File: config.mk
export PLATFORM = sky130hd
export DESIGN_NAME = pipelined_carry_select_adder
export DESIGN_NICKNAME = d
export VERILOG_FILES = /design/src/rtl/pipelined_carry_select_adder.sv
export SDC_FILE = /design/constraint.sdc
export NUM_CORES = 1
export LEC_CHECK = 0
export CAP_MARGIN = 20
export CELL_PAD_IN_SITES_DETAIL_PLACEMENT = 1
export CELL_PAD_IN_SITES_GLOBAL_PLACEMENT = 2
export CORE_AREA = 2 2 175 177
export CTS_CLUSTER_SIZE = 10
export DETAILED_ROUTE_END_ITERATION = 16
export DIE_AREA = 0 0 177 179
export PLACE_DENSITY = 0.92
export SLEW_MARGIN = 10
export SYNTH_ARGS = -nofsm -noshare
export SYNTH_HDL_FRONTEND = slang
export SYNTH_SLANG_ARGS = --single-unit
File: constraint.sdc
create_clock -name clk -period 4.75 [get_ports clk]
set_input_delay 0.475 -clock clk [delete_from_list [all_inputs] [get_ports clk]]
set_output_delay 0.475 -clock clk [all_outputs]
set_load 0.02 [all_outputs]
File: src/rtl/pipelined_carry_select_adder.sv
// Pipelined carry-select adder/subtractor: one carry-select block per stage, valid/ready stream.
// Optional build macro CSA_SATURATE_EN clamps the result to the signed range on overflow.
module pipelined_carry_select_adder #(
  parameter int WIDTH = 32,
  parameter int BLOCK = 8
) (
  input  logic             clk,
  input  logic             rst_n,
  input  logic             in_valid,
  output logic             in_ready,
  input  logic [WIDTH-1:0] a,
  input  logic [WIDTH-1:0] b,
  input  logic             cin,
  input  logic             sub,
  output logic             out_valid,
  input  logic             out_ready,
  output logic [WIDTH-1:0] sum,
  output logic             cout,
  output logic             ovf
);

  localparam int NBLK = WIDTH / BLOCK;

  if ((WIDTH % BLOCK) != 0 || BLOCK < 2) begin : g_bad_params
    $error("WIDTH must be a multiple of BLOCK and BLOCK must be >= 2");
  end

  // stage k holds operands, low sum bits of blocks < k and carry c_k
  logic             r_vld [NBLK];
  logic [WIDTH-1:0] r_a   [NBLK];
  logic [WIDTH-1:0] r_b   [NBLK];
  logic [WIDTH-1:0] r_s   [NBLK];
  logic             r_c   [NBLK];

  logic             r_ovld;
  logic [WIDTH-1:0] r_sum;
  logic             r_cout;
  logic             r_ovf;

  logic [WIDTH-1:0] w_sn [NBLK];
  logic             w_cn [NBLK];
  logic [BLOCK:0]   w_s0;
  logic [BLOCK:0]   w_s1;
  logic [BLOCK:0]   w_sel;
  logic             w_stall;
  logic             w_en;
  logic             w_amsb;
  logic             w_bmsb;
  logic [WIDTH-1:0] w_raw;
  logic             w_ovf;
  logic [WIDTH-1:0] w_fsum;

  assign w_stall  = r_ovld & ~out_ready;
  assign w_en     = ~w_stall;
  assign in_ready = w_en;

  // block k: both carry-in sums, picked by the carry held in stage k
  always_comb begin
    w_s0  = '0;
    w_s1  = '0;
    w_sel = '0;
    for (int k = 0; k < NBLK; k++) begin
      w_s0  = {1'b0, r_a[k][k*BLOCK +: BLOCK]}
            + {1'b0, r_b[k][k*BLOCK +: BLOCK]};
      w_s1  = w_s0 + (BLOCK+1)'(1);
      w_sel = r_c[k] ? w_s1 : w_s0;
      w_sn[k] = r_s[k];
      w_sn[k][k*BLOCK +: BLOCK] = w_sel[BLOCK-1:0];
      w_cn[k] = w_sel[BLOCK];
    end
  end

  assign w_amsb = r_a[NBLK-1][WIDTH-1];
  assign w_bmsb = r_b[NBLK-1][WIDTH-1];
  assign w_raw  = w_sn[NBLK-1];
  assign w_ovf  = (w_amsb == w_bmsb) & (w_raw[WIDTH-1] != w_amsb);

`ifdef CSA_SATURATE_EN
  assign w_fsum = !w_ovf ? w_raw :
                  w_amsb ? {1'b1, {(WIDTH-1){1'b0}}} :
                           {1'b0, {(WIDTH-1){1'b1}}};
`else
  assign w_fsum = w_raw;
`endif

  // advance every stage together unless the output is stalled
  always_ff @(posedge clk or negedge rst_n) begin
    if (!rst_n) begin
      for (int k = 0; k < NBLK; k++) begin
        r_vld[k] <= 1'b0;
        r_a[k]   <= '0;
        r_b[k]   <= '0;
        r_s[k]   <= '0;
        r_c[k]   <= 1'b0;
      end
      r_ovld <= 1'b0;
      r_sum  <= '0;
      r_cout <= 1'b0;
      r_ovf  <= 1'b0;
    end else if (w_en) begin
      r_vld[0] <= in_valid;
      r_a[0]   <= a;
      r_b[0]   <= sub ? ~b : b;
      r_s[0]   <= '0;
      r_c[0]   <= sub ? 1'b1 : cin;
      for (int k = 1; k < NBLK; k++) begin
        r_vld[k] <= r_vld[k-1];
        r_a[k]   <= r_a[k-1];
        r_b[k]   <= r_b[k-1];
        r_s[k]   <= w_sn[k-1];
        r_c[k]   <= w_cn[k-1];
      end
      r_ovld <= r_vld[NBLK-1];
      r_sum  <= w_fsum;
      r_cout <= w_cn[NBLK-1];
      r_ovf  <= w_ovf;
    end
  end

  assign out_valid = r_ovld;
  assign sum       = r_sum;
  assign cout      = r_cout;
  assign ovf       = r_ovf;

endmodule
## Yosys cells after proc, flatten, opt, wreduce, memory -nomap -nowiden

Index checks and enable logic that the tools add are counted.

- Add/sub/neg operators: 8
- Multipliers: 0
- Div/mod/pow operators: 0
- $lt $le $gt $ge: 0
- Eq/ne operators: 2
- Shift operators: 0
- Muxes and demuxes: 6
- Bitwise gates (word level): 5
- Reductions and logical operators: 0

Operator list:

| kind | count |
|---|---|
| $add A8 B8 Y9 | 4 |
| $add A9 B1 Y9 const B | 4 |
| $mux W9 | 4 |
| $mux W32 | 1 |
| $not A32 Y32 | 1 |
| $and A1 B1 Y1 | 2 |
| $not A1 Y1 | 2 |
| $eq A1 B1 Y1 | 1 |
| $mux W1 | 1 |
| $ne A1 B1 Y1 | 1 |

- Register bits: 347
- Bits in latches: 0
- Bits in writable memories: 0
- Memory bits (read-only): 0
- Input port bits: 70
- Output and inout port bits: 36
- Logic and storage cells: 44
- Memories kept: 0

## Longest topological paths before layout

Gate-level depths: netlist of the first run.

- Depth in word-level cells: 5
- Depth in mapped cells: 10
- Mapped depth without buffers: 10

## Least setup slack after synthesis of the first run

No wires, ideal clock.

- Path kind: reg-to-reg
- Start: register r_a[24] (netlist name)
- End: register r_ovf (netlist: ovf)
- Library setup time: 0.092 ns
- Arrival time: 2.329 ns
- Data required time: 4.658 ns
- Setup slack: 2.329 ns
- Stages on the path, launching flop included: 9
- Buffers on the path: 0
- Clock period less this slack: 2.421 ns
- Cell sequence: dfrtp_1 -> ha_1 -> fa_1 -> a211oi_2 -> nor3_1 -> or3b_1 -> nand4_1 -> xor3_1 -> o31ai_2

- Word-level cells in the longest chain between the ends: 5

Ends and longest elaborated chain:

| what | line | text |
|---|---|---|
| start, declared | 30 | `logic [WIDTH-1:0] r_a [NBLK];` |
| start signal, assigned by index | 108 | `r_a[k] <= r_a[k-1];` |
| $add A8 B8 Y9 * | 64 | `+ {1'b0, r_b[k][k*BLOCK +: BLOCK]};` |
| $add A9 B1 Y9 | 65 | `w_s1 = w_s0 + (BLOCK+1)'(1);` |
| $mux W9 * | 66 | `w_sel = r_c[k] ? w_s1 : w_s0;` |
| $ne A1 B1 Y1 * | 76 | `assign w_ovf = (w_amsb == w_bmsb) & (w_raw[WIDTH-1] != w_amsb);` |
| $and A1 B1 Y1 * | 76 |  |
| end signal, assigned | 116 | `r_ovf <= w_ovf;` |
| end, declared | 38 | `logic r_ovf;` |

Every way passes the cells marked *; elsewhere a longest branch is shown, timed or not.
A chain may end at the register's enable or synchronous reset.

## Final worst setup path of the first run

- Start: register r_ovld (netlist: out_valid)
- End: output port in_ready

- Word-level cells in the longest chain between the ends: 2

Ends and longest elaborated chain:

| what | line | text |
|---|---|---|
| start, declared | 35 | `logic r_ovld;` |
| start signal, assigned | 113 | `r_ovld <= r_vld[NBLK-1];` |
| $and A1 B1 Y1 | 53 | `assign w_stall = r_ovld & ~out_ready;` |
| $not A1 Y1 | 54 | `assign w_en = ~w_stall;` |
| end, declared | 10 | `output logic in_ready,` |

No other way between the ends.

==> results.json, run 1 <==
{
  "core_region_area_mm2": 0.0300,
  "track_usage": 0.166,
  "firstDrtPassIters": 4,
  "fin_cells": 1758,
  "clock_latency_ps": 540,
  "cts_tree": "built",
  "gp_congestion": 0.787,
  "cp.arrival_ps": 2390,
  "powerDensity_mw_per_mm2": 731,
  "synth_edf_count": 0,
  "synth_largest_area_cell": "dfrtp_1",
  "drtIter0Drc": 415,
  "status": "finished clean",
  "clkSlewWorstSetupHoldPaths_ps": 50,
  "synth_top_family_by_area": "simple AND/OR/NAND/NOR gates",
  "cp-start-kind": "flop",
  "finalClockSkew_ps": 6.29,
  "cap_violations": 0,
  "switching_power_uw": 3940,
  "ys_top_cells_by_area": "dfrtp_1, nand2_1, xnor2_1, ha_1, o21ai_0",
  "r2r_cells": 8,
  "die-height_um": 179,
  "start_util": 0.383,
  "worstSetupEndpoint": "in_ready",
  "synth-xor-area-share": 0.0650,
  "p_int_uw": 6070,
  "min_path_type": "flop to flop",
  "wirelength_um": 25000,
  "rows": 64,
  "grt_max_degree": 198,
  "antenna_found_initial": 0,
  "swShare": 0.393,
  "r2r_end": "ovf",
  "io_pins": 106,
  "vias": 8461,
  "worst_slew_pin_slew_ps": 1070,
  "busiest_layer": "met2",
  "post_cts_buffers": 0,
  "drive_above_1_share": 0.0433,
  "worstSetupStartpoint": "out_valid",
  "root_buffer": "clkbuf_16",
  "portBuffers": 105,
  "required_ps": 4280,
  "syn-num-nets": 1384,
  "synthSimpleGateAreaFrac": 0.235,
  "drc": 0,
  "gr-usage-met3": 0.0223,
  "hpwl_um": 16400,
  "hold_buffers": 1,
  "rsz0062_at_grt": "false",
  "crit_fanout": 96,
  "cts_resized": 0,
  "dp.cells": 1720,
  "ys_seq_elements": 251,
  "fin_nets": 1466,
  "worstSetupPathType": "flop to output pin",
  "period_needed_ps": 2870,
  "synth.cell_area_mm2": 0.0115,
  "grt_pass1_wl_um": 43500,
  "fmax_ghz": 0.349,
  "met1_usage": 0.236,
  "p_leak_uw": 0.00658,
  "synth_top_cell_area_share": 0.546,
  "grt_overflow": 0,
  "p_seq_frac": 0.366,
  "finalCritPeriodShare": 0.604,
  "synthMostInstantiatedCell": "nand2_1",
  "synthAdderAreaFrac": 0.0461,
  "r2r_setup_slack_ps": 2100,
  "p_total_uw": 10000,
  "synth_cell_types": 69,
  "htree_levels": 1,
  "clock-sinks": 251,
  "area.growth.synth_to_final_pct": 18.9,
  "grt_pass1_vias": 8890,
  "peakVddDrop_mv": 0.316,
  "slew_viol_final": 0,
  "combPwrFrac": 0.443,
  "r2r_start": "r_b[24]",
  "fin_setup_tns_ps": 0,
  "yosys-mux-area-fraction": 0.00261,
  "syn_avg_cell_area_um2": 9.03,
  "synth-compound-area-share": 0.0777,
  "cts_buffers": 29,
  "finalHoldViolCount": 0,
  "ys_warn_count": 0,
  "synthCells": 1274,
  "ant_nets": 0,
  "die_w_um": 177,
  "finalSetupViolCount": 0,
  "ys_top_cells_by_count": "nand2_1, dfrtp_1, o21ai_0, xnor2_1, clkbuf_1",
  "timing.slew.headroom": 0.286,
  "n_antenna_cell": 0,
  "seq_area_frac_synth": 0.546,
  "ys.flop_type": "dfrtp_1",
  "via_per_inst": 4.81,
  "use_met2": 0.269,
  "finish.utilization": 0.456,
  "wire_per_inst_um": 14.2,
  "cts_buffer_depth": 3,
  "endpoint_kind": "output pin",
  "clockPowerShare": 0.191,
  "fillers": 3455,
  "dieArea_mm2": 0.0317,
  "synth-async-reset-ratio": 1.00
}
kinds of logic (layout without fill, tap and decap cells):
| kind of cell | Yosys count | after routing |
|---|---|---|
| simple gates | 678 | 678 |
| xor+xnor | 82 | 82 |
| mux | 3 | 3 |
| fa+ha+maj | 40 | 40 |
| buf+inv | 79 | 167 |
| compound gates | 141 | 141 |
| flops | 251 | 251 |
stage by stage:
stage               setup WS (ps)  cell area (um^2)  hold WS [ps]
finish                       1880             13700           462
global route                 1740             13700           470
CTS                          1820             13700           443
global placement             1890             12900           449
detailed placement           1900             12900           456
floorplan                    2330             11500           179
cells in the final DEF, fill, tap and decap left out, types with 12 or more instances in the layout:
| cell | synthesis | final |
|---|---|---|
| nand2_1 | 598 | 598 |
| ha_1 | 36 | 36 |
| inv_1 | 16 | 16 |
| xor2_1 | 17 | 17 |
| xnor2_1 | 62 | 62 |
| a21o_1 | 12 | 12 |
| o21ai_0 | 63 | 63 |
| nor2_1 | 25 | 25 |
| dfrtp_1 | 251 | 251 |
| clkbuf_16 | 0 | 29 |
| clkdlybuf4s50_1 | 0 | 103 |
| a21oi_1 | 19 | 19 |
how the worst min path moves through the flow:
| stage | startpoint | to | slack [ps] | cells past startpoint |
|---|---|---|---|---|
| detailed placement | r_s[2] | r_s[2] | 460 | 2 |
| finish | sum[11] | sum[11] | 460 | 2 |
| floorplan | rst_n | cout | 180 | 0 |
| global placement | r_s[34] | r_s[34] | 450 | 2 |
| CTS | a[20] | r_a[116] | 440 | 3 |
| global route | a[12] | r_a[108] | 470 | 3 |
flip-flops by register name, summed over array words and instances, names as in the netlist:
name and count:
r_a 80, ovf 1, cout 1, r_s 48, r_b 80, r_c 4
out_valid 1, r_vld 4, sum 32
routing by layer:
layer | vias up | routed length, um
met1 | 4086 | 12400
li1 | 4230 | -
met3 | 34 | 873
met4 | 0 | 399
met2 | 111 | 11400
met5 | - | 0
layout make-up:
| class | count | area [um^2] | share of cell area |
|---|---|---|---|
| clock buffers | 36 | 772 | 0.0564 |
| clock inverters | 1 | 8.76 | 0.000640 |
| inverters | 17 | 68.8 | 0.00503 |
| multi-input cells | 944 | 4920 | 0.359 |
| flip-flops and latches | 251 | 6280 | 0.459 |
| well taps | 396 | 495 | 0.0362 |
| repair buffers | 113 | 1140 | 0.0832 |
critical path: stages, from the launching register on:
cell and delay, ps:
dfrtp_1 410, nor2b_4 170, inv_6 470, clkdlybuf4s50_1 740
power groups by stage:
stage	clock, uW	sequential, uW	combinational, uW
2_1_floorplan	0	3700	3110
5_1_grt	2070	3800	5060
6_report	1910	3670	4430
4_1_cts	1980	3680	4510
3_5_place_dp	0	3700	4460
3_3_place_gp	0	3670	4260
No activity file was read; power rests on OpenSTA's default activity.
==> inputs of run 2 (changes only) <==
- CORE_AREA: 2 2 175 177 -> 2 2 193 195
- DIE_AREA: 0 0 177 179 -> 0 0 195 197
- PLACE_DENSITY: 0.92 -> 0.82
- clock period: 4.75 -> 2.46 ns (I/O delays scaled with it)
==> run 2 against run 1 <==
Largest power group unchanged. Register-to-register slack worse by 2100 ps. First-iteration DRC count down 20%. The flow now finishes with violations (negative setup slack). Cell count up 5.8%. Highest routed layer unchanged. Sequential cell count stayed put. Total power up 100%.
==> results.json, run 2 (same netlist as run 1, synthesis figures left out) <==
{
  "area.growth.synth_to_final_pct": 23.9,
  "crit_family": "simple AND/OR/NAND/NOR gates",
  "grt_pass1_vias": 9142,
  "grt_pass1_wl_um": 46200,
  "cp_cell_sequence": "ha_2 -> inv_2 -> fa_2 -> and2b_1 -> o22ai_2 -> xnor2_2 -> nand3_1 -> or4_1 -> a31oi_1",
  "finalClockSkew_ps": 18.4,
  "die-height_um": 197,
  "clkSlewWorstSetupHoldPaths_ps": 60,
  "firstDrtPassIters": 4,
  "worstSetupPathType": "flop to flop",
  "dieArea_mm2": 0.0384,
  "cp_num_buf_inv": 1,
  "place_ws_ps": -133,
  "period_needed_ps": 2460,
  "via_per_inst": 4.57,
  "endpoint_kind": "flop",
  "p_leak_uw": 0.00681,
  "antenna_found_initial": 0,
  "portBuffers": 105,
  "min_path_type": "input port to async pin",
  "clock-sinks": 251,
  "gp_congestion": 0.765,
  "cp-start-kind": "flop",
  "slew_viol_final": 0,
  "track_usage": 0.144,
  "crit_fanout": 3,
  "largestRegisters": "r_a x80, r_b x80, r_s x48",
  "start_util": 0.317,
  "drive_above_1_share": 0.0855,
  "cpPeakStageDelay_ps": 530,
  "whs_ps": 237,
  "finalSetupViolCount": 1,
  "status": "finished, violations left",
  "fin_ws_ps": -3.03,
  "finalCritPeriodShare": 1.00,
  "powerDensity_mw_per_mm2": 1430,
  "root_buffer": "clkbuf_16",
  "hpwl_um": 18400,
  "cp.arrival_ps": 2930,
  "core_region_area_mm2": 0.0363,
  "cts_buffer_depth": 3,
  "finalHoldViolCount": 0,
  "required_ps": 2930,
  "crit_slowest_cell": "or4_1",
  "drc": 0,
  "violations": "negative setup slack",
  "dp.cells": 1810,
  "mostFrequentLayoutCells": "nand2_1, dfrtp_1, clkdlybuf4s50_1",
  "cts_tree": "built",
  "timing.slew.headroom": 0.606,
  "die_w_um": 195,
  "n_antenna_cell": 0,
  "final_common_cell": "nand2_1",
  "r2r_cells": 9,
  "worst_slew_pin_slew_ps": 591,
  "drtIter0Drc": 332,
  "grt_max_degree": 106,
  "ant_nets": 0,
  "wire_per_inst_um": 14.5,
  "fin_cells": 1860,
  "io_pins": 106,
  "p_total_uw": 20300,
  "cts_buffers": 30,
  "peakVddDrop_mv": 0.638,
  "rows": 70,
  "fmax_ghz": 0.406,
  "htree_levels": 1,
  "vias": 8503,
  "grt_overflow": 0,
  "clock_latency_ps": 550,
  "cap_violations": 0,
  "fin_nets": 1490,
  "worst-path-stages": 9,
  "rsz0062_at_grt": "true",
  "wirelength_um": 26900
}
==> run 2: changes by cell type in the layout (fill, tap and decap cells not counted), sizes merged <==
| cell | change |
|---|---|
| clkbuf | +6 |
| inv | -1 |
| clkinv | +2 |
| buf | +23 |
==> run 2: final cells by class <==
cell class	instances	area (um^2)
fill	4195	22000
sequential	251	6280
multi-input combinational	944	5080
timing repair buffer	136	1390
clock buffer	42	836
tap	468	586
inverter	17	68.8
clock inverter	2	21.3
==> run 2: final timing paths <==
path,from,to,slack (ps)
max,r_b[96],r_s[71],-3
min,rst_n,r_a[97],240
max reg2reg,r_b[96],r_s[71],-3
min reg2reg,sum[12],sum[12],460
max in group asynchronous,rst_n,r_b[120],1260
min in group clk,a[21],r_a[117],240
==> run 2: routing by layer <==
metal,global-route usage,part of all wire,vias up
li1,-,-,4308
met3,0.0197,0.028,32
met5,0,0,-
met1,0.204,0.50,4064
met2,0.235,0.45,99
met4,0.0322,0.017,0
==> run 2: worst register-to-register path: cells and delay by family, from the launching register on <==
| family | cells | cell delay [ps] |
|---|---|---|
| and+or+nand+nor | 3 | 920 |
| buffers and inverters | 1 | 50 |
| AOI/OAI and AO/OA | 2 | 280 |
| adders and majority gates | 2 | 590 |
| xor gates and xnor gates | 1 | 210 |
| DFF | 1 | 360 |
==> run 2: what timing repair did <==
| item | CTS | global route |
|---|---|---|
| hold buffers | 1 | 0 |
| endpoints found under the setup margin | 5 | 9 |
| setup buffers | 0 | 5 |
| endpoints found under the hold margin | 56 | 0 |
| pin swaps | 1 | 19 |
| resized for setup | 7 | 30 |
==> run 2: power breakdown <==
group | total, uW | switching (uW) | internal [uW] | leakage [uW]
Clock | 3930 | 1620 | 2310 | 0.000419
Combinational | 9390 | 5270 | 4120 | 0.00335
Sequential | 7020 | 1030 | 5990 | 0.00304
Total | 20300 | 7920 | 12400 | 0.00681
==> run 2: through the flow <==
| stage | cell area (um^2) | setup TNS (ps) | util |
|---|---|---|---|
| 3_5_place_dp | 13200 | -384 | 0.364 |
| 2_1_floorplan | 11500 | 0 | - |
| 3_3_place_gp | 13200 | 0 | 0.364 |
| 5_1_grt | 14300 | -330 | 0.393 |
| 4_1_cts | 14100 | -50.6 | 0.389 |
| 6_report | 14300 | -3.03 | 0.393 |
==> inputs of run 3 (changes only) <==
- CTS_CLUSTER_SIZE: 10 -> 16
==> run 3 against run 2 <==
The run now ends clean. Via count grew 0.16%. Die area stayed put. Clock-buffer cell count down 2. Clock power up 6.9%. Register-to-register slack about the same. Wire length up 1.4%. Critical path depth did not move. Worst hold slack worse by 8.2 ps. First-iteration DRC count up 11%. Global-route usage up 0.11 points. Sequential share of layout area down 0.28 points.
==> results.json, run 3 (same netlist as run 1, synthesis figures left out) <==
{
  "dp.cells": 1810,
  "dieArea_mm2": 0.0384,
  "worst-path-stages": 9,
  "multi_input_area_mm2": 0.00510,
  "worst_slew_pin_slew_ps": 591,
  "finalSetupViolCount": 0,
  "antenna_found_initial": 0,
  "crit_family": "simple AND/OR/NAND/NOR gates",
  "period_needed_ps": 2450,
  "finalHoldViolCount": 0,
  "hpwl_um": 18400,
  "slew_viol_final": 0,
  "finalClockSkew_ps": 10.2,
  "grt_pass1_vias": 9212,
  "n_antenna_cell": 0,
  "mostFrequentLayoutCells": "nand2_1, dfrtp_1, clkdlybuf4s50_1",
  "firstDrtPassIters": 4,
  "cp.arrival_ps": 2920,
  "clockPowerShare": 0.202,
  "clock-sinks": 251,
  "worstSetupPathType": "flop to flop",
  "cp_num_buf_inv": 1,
  "portBuffers": 105,
  "p_leak_uw": 0.00685,
  "clock_latency_ps": 550,
  "fmax_ghz": 0.408,
  "endpoint_kind": "flop",
  "grt_max_degree": 106,
  "root_buffer": "clkbuf_16",
  "track_usage": 0.145,
  "crit_slowest_cell": "or4_1",
  "wire_per_inst_um": 14.6,
  "swShare": 0.387,
  "finish.utilization": 0.396,
  "wirelength_um": 27300,
  "fin_cells": 1864,
  "timing.slew.headroom": 0.606,
  "cts_buffer_depth": 3,
  "grt_overflow": 0,
  "p_seq_frac": 0.338,
  "ant_nets": 0,
  "required_ps": 2930,
  "rows": 70,
  "finalCritPeriodShare": 0.996,
  "crit_fanout": 2,
  "combPwrFrac": 0.460,
  "fin_setup_tns_ps": 0,
  "via_per_inst": 4.57,
  "drc": 0,
  "cp-start-kind": "flop",
  "min_path_type": "input port to async pin",
  "cpPeakStageDelay_ps": 510,
  "cp_cell_sequence": "ha_2 -> inv_2 -> fa_2 -> and2b_1 -> o221ai_2 -> a21oi_2 -> xnor2_2 -> or4_1 -> a31oi_1",
  "switching_power_uw": 8030,
  "fillers": 4207,
  "peakVddDrop_mv": 0.572,
  "fin_nets": 1490,
  "die-height_um": 197,
  "core_region_area_mm2": 0.0363,
  "cap_violations": 0,
  "grt_pass1_wl_um": 46400,
  "gp_congestion": 0.765,
  "drive_above_1_share": 0.0917,
  "vias": 8517,
  "whs_ps": 229,
  "status": "finished clean",
  "io_pins": 106,
  "start_util": 0.317,
  "largestRegisters": "r_a x80, r_b x80, r_s x48",
  "htree_levels": 1,
  "die_w_um": 195,
  "p_int_uw": 12700,
  "clkSlewWorstSetupHoldPaths_ps": 60,
  "regArea_mm2": 0.00628,
  "drtIter0Drc": 369,
  "powerDensity_mw_per_mm2": 1450,
  "r2r_cells": 9,
  "cts_tree": "built",
  "final_common_cell": "nand2_1",
  "rsz0062_at_grt": "true",
  "cts_buffers": 28,
  "area.growth.synth_to_final_pct": 24.7
}
==> run 3: stage by stage <==
stage                     total power, uW  setup slack, ps  instance area, um^2
after floorplan                     13100             39.1                11500
after global placement              15700             3.83                13200
after detailed placement            16100             -133                13200
after CTS                           20600            -43.5                14200
after global routing                22600             -104                14400
final                               20800             10.3                14400
==> run 3: routing by layer <==
layer  routed length, um  vias up  part of all wire  global-route usage
met5                   0        -                 0                   0
met4                 551        0             0.020              0.0433
met3                 738       38             0.027              0.0168
met2               12400       97              0.45               0.237
met1               13600     4083              0.50               0.203
li1                    -     4299                 -                   -
==> run 3: what timing repair did <==
item	in CTS	in global routing
gates cloned	0	0
hold buffers	1	0
gates resized for setup	7	35
endpoints found under the setup margin	6	12
hold endpoints to repair	56	0
buffers inserted	1	6
pin swaps	2	22
==> run 3: worst paths after layout <==
kind / slack, ps / start / end
worst max-delay path: 10 / r_b[96] / r_s[71]
worst min register to register: 460 / sum[7] / sum[7]
min in group clk: 230 / a[13] / r_a[109]
worst min-delay path: 230 / rst_n / r_a[98]
max in group asynchronous: 1260 / rst_n / r_b[57]
worst max register to register: 10 / r_b[96] / r_s[71]
==> run 3: power by group through the flow <==
stage	Clock, uW	Sequential, uW	Combinational (uW)
4_1_cts	4360	7050	9230
3_5_place_dp	0	7100	9040
5_1_grt	4500	7300	10800
6_report	4200	7020	9550
2_1_floorplan	0	7140	6000
3_3_place_gp	0	7030	8700
==> run 3: worst reg2reg max path, cell delays in order, from the launching register on <==
cell and delay (ps):
dfrtp_1 360, ha_2 200, inv_2 40, fa_2 350, and2b_1 250, o221ai_2 120
a21oi_2 240, xnor2_2 100, or4_1 510, a31oi_1 180
==> run 3: final cells by class <==
cell class                 count  area share
tap                          468      0.0408
inverter                      17     0.00479
timing repair buffer         138      0.0976
clock inverter                 6     0.00732
sequential                   251       0.438
clock buffer                  40      0.0562
multi-input combinational    944       0.356
